--- src/rtl/fib_arb_pkg.sv ---
// Shared types and defaults for the Fibonacci engine arbiter.
package fib_arb_pkg;

  typedef enum logic [2:0] {
    StIdle,
    StLaunch,
    StGuard,
    StWait,
    StDone
  } state_e;

  localparam int unsigned DefNw      = 4;
  localparam int unsigned DefOw      = 11;
  localparam int unsigned DefTimeout = 64;

  // Watchdog counter only needs to reach TIMEOUT-1.
  function automatic int unsigned cnt_width(int unsigned timeout);
    return (timeout < 2) ? 1 : $clog2(timeout);
  endfunction

endpackage

--- src/rtl/rr_pick.sv ---
// Combinational round-robin picker: first set request at or above ptr, wrapping.
module rr_pick #(
  parameter int unsigned NREQ = 4,
  parameter int unsigned IW   = 2
) (
  input  logic [NREQ-1:0] req_i,
  input  logic [IW-1:0]   ptr_i,
  output logic [NREQ-1:0] gnt_o,
  output logic [IW-1:0]   idx_o,
  output logic            any_o
);

  always_comb begin
    logic [IW-1:0] k;
    gnt_o = '0;
    idx_o = '0;
    any_o = 1'b0;
    k     = '0;
    for (int unsigned i = 0; i < NREQ; i++) begin
      k = IW'((32'(ptr_i) + i) % NREQ);
      if (!any_o && req_i[k]) begin
        any_o    = 1'b1;
        gnt_o[k] = 1'b1;
        idx_o    = k;
      end
    end
  end

endmodule

--- src/rtl/fib_arbiter.sv ---
// Round-robin sequencer sharing one iterative Fibonacci engine between NREQ requesters,
// with a watchdog that aborts a launch whose ready never returns.
module fib_arbiter
  import fib_arb_pkg::*;
#(
  parameter int unsigned NREQ    = 4,
  parameter int unsigned NW      = DefNw,
  parameter int unsigned OW      = DefOw,
  parameter int unsigned TIMEOUT = DefTimeout
) (
  input  logic             clk_i,
  input  logic             rst_i,
  input  logic [NREQ-1:0]    req_i,
  input  logic [NREQ*NW-1:0] req_n_i,
  output logic [NREQ-1:0]  done_o,
  output logic [OW-1:0]    result_o,
  output logic             err_o,
  output logic             busy_o,
  output logic             eng_start_o,
  output logic [NW-1:0]    eng_n_o,
  input  logic             eng_ready_i,
  input  logic [OW-1:0]    eng_out_i
);

  localparam int unsigned IW = (NREQ < 2) ? 1 : $clog2(NREQ);
  localparam int unsigned CW = cnt_width(TIMEOUT);

  state_e          state_q;
  logic [IW-1:0]   ptr_q;
  logic [IW-1:0]   idx_q;
  logic [NREQ-1:0] gnt_q;
  logic [NREQ-1:0] done_q;
  logic [NW-1:0]   eng_n_q;
  logic [OW-1:0]   result_q;
  logic            err_q;
  logic            busy_q;
  logic            eng_start_q;
  logic [CW-1:0]   cnt_q;

  logic [NREQ-1:0] pick_gnt;
  logic [IW-1:0]   pick_idx;
  logic            pick_any;
  logic [NW-1:0]   pick_n;

  rr_pick #(
    .NREQ (NREQ),
    .IW   (IW)
  ) u_rr_pick (
    .req_i (req_i),
    .ptr_i (ptr_q),
    .gnt_o (pick_gnt),
    .idx_o (pick_idx),
    .any_o (pick_any)
  );

  assign pick_n = req_n_i[NW*pick_idx +: NW];

  always_ff @(posedge clk_i or posedge rst_i) begin
    if (rst_i) begin
      state_q     <= StIdle;
      ptr_q       <= '0;
      idx_q       <= '0;
      gnt_q       <= '0;
      done_q      <= '0;
      eng_n_q     <= '0;
      result_q    <= '0;
      err_q       <= 1'b0;
      busy_q      <= 1'b0;
      eng_start_q <= 1'b0;
      cnt_q       <= '0;
    end else begin
      // Strobes default low so they only live for the one state that raises them.
      eng_start_q <= 1'b0;
      done_q      <= '0;
      unique case (state_q)
        StIdle: begin
          if (pick_any && eng_ready_i) begin
            idx_q       <= pick_idx;
            gnt_q       <= pick_gnt;
            eng_n_q     <= pick_n;
            busy_q      <= 1'b1;
            eng_start_q <= 1'b1;
            state_q     <= StLaunch;
          end
        end
        StLaunch: begin
          cnt_q   <= '0;
          state_q <= StGuard;
        end
        StGuard: begin
          state_q <= StWait;
        end
        StWait: begin
          if (eng_ready_i) begin
            result_q <= eng_out_i;
            err_q    <= 1'b0;
            done_q   <= gnt_q;
            state_q  <= StDone;
          end else if (cnt_q == CW'(TIMEOUT - 1)) begin
            result_q <= '1;
            err_q    <= 1'b1;
            done_q   <= gnt_q;
            state_q  <= StDone;
          end else begin
            cnt_q <= cnt_q + CW'(1);
          end
        end
        StDone: begin
          ptr_q   <= (idx_q == IW'(NREQ - 1)) ? '0 : idx_q + IW'(1);
          busy_q  <= 1'b0;
          err_q   <= 1'b0;
          state_q <= StIdle;
        end
        default: begin
          state_q <= StIdle;
        end
      endcase
    end
  end

  assign done_o      = done_q;
  assign result_o    = result_q;
  assign err_o       = err_q;
  assign busy_o      = busy_q;
  assign eng_start_o = eng_start_q;
  assign eng_n_o     = eng_n_q;

endmodule
--- config.mk ---
export PLATFORM = sky130hd
export DESIGN_NAME = fib_arbiter
export DESIGN_NICKNAME = d
export VERILOG_FILES = /design/src/rtl/fib_arb_pkg.sv /design/src/rtl/rr_pick.sv /design/src/rtl/fib_arbiter.sv
export SDC_FILE = /design/constraint.sdc
export NUM_CORES = 1
export LEC_CHECK = 0
export BUFFER_PORTS_ARGS = -buffer_cell sky130_fd_sc_hd__buf_2
export CAP_MARGIN = 10
export CORE_AREA = 5 5 70 72
export DETAILED_ROUTE_END_ITERATION = 10
export DIE_AREA = 0 0 75 77
export PLACE_DENSITY = 0.89
export SLEW_MARGIN = 20
export SYNTH_ARGS = -nofsm -noshare
export SYNTH_HDL_FRONTEND = slang
export SYNTH_HIERARCHICAL = 1
export SYNTH_SLANG_ARGS = --single-unit
--- constraint.sdc ---
create_clock -name clk_i -period 5.65 [get_ports clk_i]
set_clock_uncertainty 0.15 [all_clocks]
set_input_delay 0.565 -clock clk_i [delete_from_list [all_inputs] [get_ports clk_i]]
set_output_delay 0.565 -clock clk_i [all_outputs]
set_load 0.03 [all_outputs]
==> run_results.csv, run 1 <==
group,metric,value,unit
outcome,run_status,"finished, final reports clean",
sta,hold_viol,0,
sta,worst_pin_slew,930,ps
worst_setup_path,critPathCaptureType,"flip-flop",
global_routing,grt_pass1_wl,7.62,mm
synth,synthCells,187,
global_routing,grt-ovfl-total,0,
sta,slew_headroom,37.6,%
worst_setup_path,reg2reg_from,"ptr_q[0]",
sta,fmaxAchievable,0.286,GHz
flow_run,max_cap_violations,0,
synth,synth_cell_type_count,49,
worst_setup_path,crit_chain,"inv_1 -> ha_1 -> mux4_2 -> a21oi_1 -> o31ai_1 -> mux4_1 -> mux2_4",
clocking,clkLatencyLatePin,290,ps
power_and_ir_drop,ir_worst_vdd,0.000322,V
worst_setup_path,r2r_cells,7,
sta,holdWs,228,ps
worst_setup_path,cp_slowest_cell,"o31ai_1",
die,die_w,75,um
sta,rsz0062_at_grt,"no",
synth,synth-seq-area-share,42.5,%
placed_design,gp_congestion,0.866,
clocking,cts_buffer_depth,2,
die,ios,56,
detailed_routing,vias,1735,
finish,fill_cells,328,
synth,synth_largest_area_cell,"dfrtp_1",
synth,ys.flop_type,"dfrtp_1",
global_routing,antenna_found_initial,0,
power_and_ir_drop,p_total,1.50,mW
finish,fin_nets,281,
die,row_count,24,
sta,setup_violations,0,
finish,area_growth,16.2,%
worst_setup_path,worst_setup_path_start_kind,"flip-flop",
detailed_routing,viasPerCell,5.92,
power_and_ir_drop,p_seq_share,33.1,%
clocking,numCtsBuffers,5,
power_and_ir_drop,clockPowerShare,15.1,%
worst_setup_path,worst_path_largest_cell_delay,690,ps
clocking,ctsHoldBuffers,0,
worst_setup_path,path_delay_family,"multiplexers",
die,die-area,5780,um^2
worst_setup_path,critPathMaxFanout,13,
detailed_routing,drcViolationCount,0,
detailed_routing,dr_wl_met2,2.04,mm
detailed_routing,dr.max_layer_used,"met4",
finish,antenna_cells,0,
hold_path,min_path_type,"in -> async",
worst_setup_path,reg2reg_slack,2160,ps
synth,synthTopCellsByArea,"dfrtp_1 42%, mux2_4 5.9%, mux4_1 5.7%, o22a_1 4.2%, ha_1 3.8%",
clocking,cts-root-buf,"clkbuf_8",
die,dieHeight,77,um
placed_design,post-place-ws,2130,ps
clocking,clkTransAtPathRegs,80,ps
power_and_ir_drop,swShare,41.1,%
worst_setup_path,required,5680,ps
clocking,cts_setup_buffers,0,
sta,final.setup.worst_slack,2160,ps
synth,syn_area,2300,um^2
global_routing,grt_max_degree,40,
placed_design,place.detailed.hpwl,3.30,mm
power_and_ir_drop,p_per_area,563,nW/um^2
worst_setup_path,path_class,"reg -> reg",
synth,synth_warnings,6,
synth,synth_edf_count,0,
detailed_routing,routed_wl,4.43,mm
die,start_util,54.3,%
synth,avgSynthCellArea,12.3,um^2
detailed_routing,m1WireLength,1.92,mm
clocking,htreeDepth,2,
sta,fin_crit_sh,61.8,%
synth,synth_fp_nets,228,
placed_design,io_buffers,55,
synth,synth-seq-cells,39,
worst_setup_path,reg2reg_to,"eng_n_o[2]",
global_routing,grt_pass1_vias,1696,
finish,layout-drive-gt1-share,36.1,%
sta,slew_violations,0,
detailed_routing,drtIter0Drc,86,
power_and_ir_drop,combPwrFrac,51.8,%
clocking,cts_resized,0,
sta,fin_setup_tns,0,ps
die,core,4230,um^2
worst_setup_path,crit_arrival,3520,ps
synth,synth_top_cell_area_share,42.5,%
power_and_ir_drop,p_int,0.885,mW
detailed_routing,wl_per_cell,15.1,um
global_routing,grt_usage,16.9,%
detailed_routing,route.antenna.remaining_nets,0,
sta,fin_crit,3490,ps
power_and_ir_drop,switchingPower,0.618,mW
power_and_ir_drop,p_leak,1.26,nW
detailed_routing,wl_met3,400,um
detailed_routing,dr.pass1.iters,4,
synth,synthArstFlopShare,100,%
worst_setup_path,cp.buffers_inverters,1,
clocking,tritoncts,"done",
clocking,clkSinkCount,39,
layer usage:
metal / up-vias / global-route usage (%)
li1: 834 / -
met1: 828 / 22.2
met2: 67 / 26.0
met3: 6 / 4.97
met4: 0 / 6.58
met5: - / 0
layout by cell type, fill, tap and decap left out, drive strengths merged, types with 3 or more instances in the layout:
cell type	netlist	layout
nand3	7	7
a22oi	9	9
o21a	11	11
inv	13	13
mux2	13	13
buf	9	56
and3	5	5
ha	7	7
mux4	8	8
o21ai	8	8
o211ai	4	4
dfrtp	39	39
nand2	5	5
clkbuf	1	5
o22a	11	11
o31ai	3	3
Yosys cell counts, drive strengths merged (2+ instances only):
| cell | n |
|---|---|
| a21o | 2 |
| a21oi | 2 |
| a22oi | 9 |
| and2 | 2 |
| and3 | 5 |
| buf | 9 |
| dfrtp | 39 |
| ha | 7 |
| inv | 13 |
| mux2 | 13 |
| mux2i | 2 |
| mux4 | 8 |
| nand2 | 5 |
| nand3 | 7 |
| nor2 | 2 |
| nor2b | 2 |
| nor4 | 2 |
| o211ai | 4 |
| o21a | 11 |
| o21ai | 8 |
| o22a | 11 |
| o311ai | 2 |
| o31ai | 3 |
cell families (layout without fill, tap and decap cells):
kind of cell,count (synthesis),in the layout,share of synthesized area [%]
DFF,39,39,42.5
AOI/OAI and AO/OA,59,59,19.3
and+or+nand+nor,36,36,11.1
adders and majority gates,7,7,3.81
muxes,23,23,17.4
buffers and inverters,23,77,5.99
area by class of cell:
type	count	area, um^2	area share (%)
clock buffers	5	68.8	2.58
clock inverters	3	43.8	1.64
inverters	13	48.8	1.83
multi-input cells	125	1180	44.4
flip-flops and latches	39	976	36.6
well taps	52	65.1	2.44
repair buffers	56	283	10.6
sequential cells by signal (all words and copies together), names as in the netlist:
register / cells
ptr_q: 2
state_q: 3
done_o: 4
eng_start_o: 1
gnt_q: 4
eng_n_o: 4
idx_q: 2
busy_o: 1
err_o: 1
result_o: 11
cnt_q: 6
power groups by stage:
stage	Sequential, mW	Clock [mW]	Combinational [mW]
3_5_place_dp	0.502	0	0.781
3_3_place_gp	0.495	0	0.753
5_1_grt	0.518	0.249	0.855
2_1_floorplan	0.571	0	0.582
4_1_cts	0.497	0.236	0.783
6_report	0.497	0.227	0.779
worst max-delay path by stage:
stage,from,endpoint,cells past startpoint,slack (ps)
3_3_place_gp,ptr_q[0],eng_n_o[2],7,2250
2_1_floorplan,ptr_q[0],eng_n_o[2],6,2590
5_1_grt,ptr_q[0],eng_n_o[3],7,1890
3_5_place_dp,ptr_q[0],eng_n_o[2],7,2130
6_report,ptr_q[0],eng_n_o[2],7,2160
4_1_cts,ptr_q[0],eng_n_o[2],7,2100
metrics by stage:
step | util (%) | std cells | area, um^2
4_1_cts | 63.0 | 293 | 2670
3_5_place_dp | 60.4 | 285 | 2560
3_3_place_gp | 60.4 | 285 | 2560
6_report | 63.0 | 293 | 2670
5_1_grt | 63.0 | 293 | 2670
2_1_floorplan | - | 187 | 2300
worst reg2reg max path, stage by stage, from the launching register on:
cell and delay, ps:
dfrtp_1 640, inv_1 160, ha_1 380, mux4_2 390
a21oi_1 60, o31ai_1 690, mux4_1 650, mux2_4 270
Power figures use the tool's default switching activity.
==> run 2: changes to the inputs <==
--- a/config.mk
+++ b/config.mk
@@ -5,12 +5,13 @@
 export SDC_FILE = /design/constraint.sdc
 export NUM_CORES = 1
 export LEC_CHECK = 0
+export ABC_AREA = 1
 export BUFFER_PORTS_ARGS = -buffer_cell sky130_fd_sc_hd__buf_2
 export CAP_MARGIN = 10
-export CORE_AREA = 5 5 70 72
+export CORE_AREA = 5 5 74 76
 export DETAILED_ROUTE_END_ITERATION = 10
-export DIE_AREA = 0 0 75 77
-export PLACE_DENSITY = 0.89
+export DIE_AREA = 0 0 79 81
+export PLACE_DENSITY = 0.82
 export SLEW_MARGIN = 20
 export SYNTH_ARGS = -nofsm -noshare
 export SYNTH_HDL_FRONTEND = slang
==> constraint.sdc (replaced) <==
create_clock -name clk_i -period 3.1 [get_ports clk_i]
set_clock_uncertainty 0.15 [all_clocks]
set_input_delay 0.31 -clock clk_i [delete_from_list [all_inputs] [get_ports clk_i]]
set_output_delay 0.31 -clock clk_i [all_outputs]
set_load 0.03 [all_outputs]
==> run 2 against run 1 <==
Net effect: fmax increased by 27%; critical path depth increased by 6; global-route usage decreased by 0.97 points; non-clock buffer count increased by 2; sequential share of layout area increased by 0.61 points; clock power increased by 56%; final cell count increased by 35%; sequential cell count unchanged.
==> run_results.csv, run 2 <==
group,metric,value,unit
detailed_routing,wl_per_cell,12.0,um
finish,fin_nets,383,
detailed_routing,dr.pass1.iters,4,
die,die_w,79,um
synth,synth_cell_type_count,28,
synth,avgSynthCellArea,7.80,um^2
die,die-area,6400,um^2
global_routing,grt_pass1_vias,1895,
sta,worst_pin_slew,475,ps
synth,muxShareOfSynthArea,0.512,%
global_routing,grt_usage,15.9,%
synth,synthCells,282,
synth,synth_top_family_by_area,"simple AND/OR/NAND/NOR gates",
sta,setup_violations,0,
outcome,run_status,"finished, final reports clean",
placed_design,place_area,2520,um^2
finish,layout_commonest_cell,"nor2_1",
synth,synth-seq-cells,39,
synth,synth_xor_xnor_area_share,0,%
global_routing,grt_pass1_wl,8.11,mm
power_and_ir_drop,ir_worst_vdd,0.000607,V
sta,fin_crit_sh,88.6,%
worst_setup_path,reg2reg_slack,350,ps
die,row_count,25,
detailed_routing,route.antenna.remaining_nets,0,
synth,yosysMostFrequentCell,"nor2_1",
sta,fin_setup_tns,0,ps
finish,multi_input_area,1090,um^2
synth,synthArstFlopShare,100,%
clocking,numCtsBuffers,5,
placed_design,gp_congestion,0.828,
die,core,4660,um^2
finish,area_growth,19.4,%
power_and_ir_drop,p_leak,1.40,nW
worst_setup_path,critPathCaptureType,"flip-flop",
synth,synth_top_cell_area_share,44.4,%
sta,rsz0062_at_grt,"no",
placed_design,place.detailed.hpwl,3.53,mm
die,dieHeight,81,um
clocking,tritoncts,"done",
hold_path,min_path_type,"in -> reg",
detailed_routing,routed_wl,4.76,mm
worst_setup_path,critPathMaxFanout,10,
synth,synth_edf_count,0,
die,start_util,47.2,%
flow_run,max_cap_violations,0,
synth,synth_largest_area_cell,"dfrtp_1",
synth,synth_simple_gate_area_share,35.9,%
synth,syn_area,2200,um^2
global_routing,antenna_found_initial,0,
detailed_routing,vias,1977,
finish,layout_common_cells,"61 x nor2_1, 60 x nand2_1, 55 x buf_2",
clocking,clkLatencyLatePin,300,ps
power_and_ir_drop,p_per_area,1060,nW/um^2
synth,synth_fp_nets,323,
detailed_routing,viasPerCell,4.98,
finish,fill_cells,410,
finish,final_cell_area,2630,um^2
worst_setup_path,required,3140,ps
clocking,cts_buffer_depth,2,
die,ios,56,
synth,synth_compound_area_share,8.88,%
synth,synth_fa_ha_area_share,3.98,%
synth,synthTopCellsByArea,"dfrtp_1 44%, nor2_1 11%, nand2_1 10%, nand3_1 4.8%, ha_1 4.0%",
synth,netlist_top_cells_count,"62 x nor2_1, 60 x nand2_1, 39 x dfrtp_1, 23 x inv_1, 21 x nand3_1",
placed_design,io_buffers,55,
clocking,htreeDepth,2,
worst_setup_path,crit_arrival,2790,ps
synth,synth-seq-area-share,44.4,%
finish,largest_register_ffs,11,
global_routing,grt-ovfl-total,0,
detailed_routing,drtIter0Drc,84,
sta,slew_headroom,68.3,%
clocking,clkSinkCount,39,
global_routing,grt_max_degree,40,
sta,slew_violations,0,
worst_setup_path,path_class,"reg -> reg",
clocking,cts-root-buf,"clkbuf_8",
finish,layout-drive-gt1-share,25.7,%
finish,antenna_cells,0,
finish,seqCellArea,976,um^2
sta,hold_viol,0,
synth,synth_warnings,6,
synth,ys.flop_type,"dfrtp_1",
clocking,clkTransAtPathRegs,80,ps
worst_setup_path,worst_setup_path_start_kind,"flip-flop",
detailed_routing,drcViolationCount,0,
sta,fmaxAchievable,0.364,GHz
sta,fin_crit,2750,ps
[run 2: cell count changes in the layout (fill, tap and decap cells not counted), moves of 10 or more]
cell     previous run  this run
nand2_1             5        60
o21a_1             11         0
nand3_1             7        21
inv_1              13        23
nor2_1              2        61
o22a_1             11         0
[run 2: per-stage QoR]
step                      instances  hold WS, ps  setup slack [ps]  total power [mW]  util (%)
after floorplan                 282          304               704              2.09         -
final                           397         84.8               352              2.78      56.3
after detailed placement        388          301               287              2.43      54.0
after global routing            397         79.7              45.8              3.03      56.3
after global placement          388          298               417              2.39      54.0
after CTS                       397         79.4               280              2.79      56.3
[run 2: cell families (layout without fill, tap and decap cells)]
group / count (synthesis) / count (layout)
multiplexers: 1 / 1
AND/OR/NAND/NOR: 169 / 169
flip-flops: 39 / 39
AO/OA/AOI/OAI: 34 / 34
adder cells (fa/ha/maj): 7 / 7
buffers and inverters: 32 / 93
[run 2: repair_timing]
action	CTS	global route
buffers inserted	0	0
setup endpoints to repair	0	2
endpoints found under the hold margin	39	0
hold buffers	1	0
resized for setup	0	1
[run 2: worst max-delay path: stages, from the launching register on]
cell and delay [ps]:
dfrtp_1 500, inv_2 170, ha_1 380, inv_1 100, nand3_1 90, nand2_1 70
nor2_2 230, a21oi_1 110, nand3_1 250, inv_1 190, o21ai_0 200, o22ai_1 90
nand2_1 60, nand2_1 40
[run 2: report_power, final]
part	total [mW]	switching, mW	leakage (nW)	internal [mW]
clock	0.353	0.192	0.0443	0.161
combinational	1.61	1.11	0.865	0.501
sequential	0.820	0.126	0.486	0.694
total	2.78	1.43	1.40	1.36
[run 2: routing by layer]
metal | vias to the layer above | GRT usage (%) | part of all wire [%]
li1 | 1026 | - | -
met4 | 0 | 7.04 | 2.4
met2 | 54 | 27.3 | 48
met5 | - | 0 | 0
met1 | 882 | 19.0 | 44
met3 | 15 | 3.99 | 5.3
[run 2: worst paths after layout]
check / cells after the start / from / endpoint
worst max register to register: 13 / ptr_q[0] / eng_n_o[3]
min in group asynchronous: 4 / rst_i / result_o[1]
worst max-delay path: 13 / ptr_q[0] / eng_n_o[3]
max in group asynchronous: 4 / rst_i / gnt_q[2]
worst min register to register: 2 / busy_o / busy_o
worst min-delay path: 3 / eng_out_i[6] / result_o[6]
[run 2: final cells by class]
type,instances,share of cell area (%)
multi-input cells,211,41.4
flip-flops and latches,39,37.2
repair buffers,58,11.4
inverters,27,3.86
clock buffers,5,2.62
well taps,54,2.57
clock inverters,3,0.953
==> run 3: changes to the inputs <==
--- a/config.mk
+++ b/config.mk
@@ -8,10 +8,10 @@
 export ABC_AREA = 1
 export BUFFER_PORTS_ARGS = -buffer_cell sky130_fd_sc_hd__buf_2
 export CAP_MARGIN = 10
-export CORE_AREA = 5 5 74 76
+export CORE_AREA = 5 5 82 69
 export DETAILED_ROUTE_END_ITERATION = 10
-export DIE_AREA = 0 0 79 81
-export PLACE_DENSITY = 0.82
+export DIE_AREA = 0 0 87 74
+export PLACE_DENSITY = 0.75
 export SLEW_MARGIN = 20
 export SYNTH_ARGS = -nofsm -noshare
 export SYNTH_HDL_FRONTEND = slang
==> run 3 against run 2 <==
Net effect: register-to-register slack better by 80 ps; final cell count increased by 2.0%; first-iteration DRC count grew 38%; power up 3.0%; sequential cell count unchanged; fmax increased by 3.2%; sequential power about the same; sequential share of layout area down 0.47 points; largest power group unchanged; die area is 0.61% higher; critical path depth is the same; count of clock-buffer cells in the layout unchanged.
==> run_results.csv, run 3 (synthesis results as in run 2) <==
group,metric,value,unit
outcome,run_status,"finished, final reports clean",
clocking,cts-root-buf,"clkbuf_8",
clocking,numCtsBuffers,5,
clocking,clkSinkCount,39,
power_and_ir_drop,p_leak,1.41,nW
sta,fin_setup_tns,0,ps
detailed_routing,dr.max_layer_used,"met4",
worst_setup_path,crit_arrival,2700,ps
sta,hold_viol,0,
die,core,4810,um^2
placed_design,place.detailed.hpwl,3.58,mm
power_and_ir_drop,swShare,49.8,%
hold_path,min_path_type,"in -> reg",
power_and_ir_drop,switchingPower,1.43,mW
detailed_routing,dr_wl_met2,2.14,mm
sta,slew_headroom,68.0,%
power_and_ir_drop,p_int,1.44,mW
sta,fmaxAchievable,0.375,GHz
detailed_routing,m1WireLength,2.24,mm
finish,layout-drive-gt1-share,25.9,%
die,row_count,23,
placed_design,gp_congestion,0.841,
die,dieHeight,74,um
global_routing,grt_usage,16.2,%
detailed_routing,dr.pass1.iters,4,
sta,rsz0062_at_grt,"no",
clocking,cts_buffer_depth,2,
detailed_routing,vias,1994,
global_routing,grt_max_degree,40,
worst_setup_path,required,3140,ps
worst_setup_path,critPathMaxFanout,13,
detailed_routing,drtIter0Drc,116,
finish,largest_register_ffs,11,
power_and_ir_drop,p_per_area,1080,nW/um^2
finish,area_growth,20.9,%
power_and_ir_drop,p_seq_share,28.5,%
power_and_ir_drop,clockPowerShare,14.6,%
clocking,htreeDepth,2,
finish,layout_common_cells,"61 x nor2_1, 60 x nand2_1, 55 x buf_2",
detailed_routing,wl_met3,319,um
die,die-area,6440,um^2
global_routing,grt_pass1_wl,8.31,mm
finish,layout_commonest_cell,"nor2_1",
die,start_util,45.7,%
clocking,clkLatencyLatePin,290,ps
detailed_routing,viasPerCell,4.92,
sta,fin_crit,2660,ps
detailed_routing,drcViolationCount,0,
power_and_ir_drop,p_total,2.87,mW
finish,antenna_cells,0,
global_routing,grt_pass1_vias,1942,
worst_setup_path,path_class,"reg -> reg",
die,die_w,87,um
flow_run,max_cap_violations,0,
placed_design,io_buffers,55,
detailed_routing,route.antenna.remaining_nets,0,
worst_setup_path,worst_setup_path_start_kind,"flip-flop",
power_and_ir_drop,ir_worst_vdd,0.000566,V
clocking,clkTransAtPathRegs,80,ps
global_routing,antenna_found_initial,0,
finish,fin_nets,383,
die,ios,56,
worst_setup_path,critPathCaptureType,"flip-flop",
sta,fin_crit_sh,85.9,%
global_routing,grt-ovfl-total,0,
clocking,tritoncts,"done",
sta,setup_violations,0,
detailed_routing,routed_wl,4.76,mm
sta,slew_violations,0,
sta,worst_pin_slew,480,ps
detailed_routing,wl_per_cell,11.7,um
power_and_ir_drop,combPwrFrac,56.9,%
-- run 3: cell types whose count changed in the layout (fill, tap and decap cells not counted), sizes merged --
cell      change
clkinvlp      -1
bufinv        +1
-- run 3: critical path, cell delays in order, from the launching register on --
cell and delay [ps]:
dfrtp_1 510, inv_2 180, ha_1 390, inv_1 110, nand2_1 90, nand2_2 60
nor2_4 240, nand4_1 150, nand3_2 170, inv_1 140, o21ai_0 170, o22ai_1 90
nand2_1 60, nand2_1 40
-- run 3: per-layer routing --
layer,vias up,track usage (%)
met5,-,0
met3,7,3.65
met1,891,22.2
li1,1025,-
met4,0,5.71
met2,71,25.5
-- run 3: path summary, 6_finish.rpt --
check,startpoint,endpoint,slack (ps),cells after the start
worst max-delay path,ptr_q[0],eng_n_o[2],440,13
worst min register to register,eng_n_o[1],eng_n_o[1],340,2
max in group asynchronous,rst_i,gnt_q[2],1950,4
worst max register to register,ptr_q[0],eng_n_o[2],440,13
worst min-delay path,eng_out_i[3],result_o[3],90,3
min in group asynchronous,rst_i,result_o[0],510,4
-- run 3: power groups by stage --
stage	logic [mW]	registers, mW	clock network, mW
after floorplan	1.05	1.04	0
after global placement	1.57	0.825	0
after detailed placement	1.61	0.826	0
after CTS	1.61	0.820	0.432
after global routing	1.84	0.841	0.452
final	1.63	0.817	0.419
-- run 3: repair_timing --
item / in CTS / in global routing
endpoints found under the hold margin: 39 / 0
buffers inserted: 0 / 0
setup endpoints to repair: 0 / 4
resized for setup: 0 / 2
hold buffers: 1 / 0
-- run 3: final cells by class --
| class | instances | area [um^2] |
|---|---|---|
| tap | 62 | 77.6 |
| fill | 438 | 2150 |
| clock buffer | 5 | 68.8 |
| multi-input combinational | 211 | 1090 |
| clock inverter | 3 | 43.8 |
| inverter | 27 | 101 |
| timing repair buffer | 58 | 300 |
| sequential | 39 | 976 |
-- run 3: metrics by stage --
step	instance area (um^2)	utilization, %	instances	setup slack (ps)	hold slack, ps
2_1_floorplan	2200	-	282	704	304
3_3_place_gp	2530	52.6	396	419	305
3_5_place_dp	2530	52.6	396	293	305
4_1_cts	2650	55.2	405	289	81.4
5_1_grt	2660	55.3	405	143	104
6_report	2660	55.3	405	436	92.3
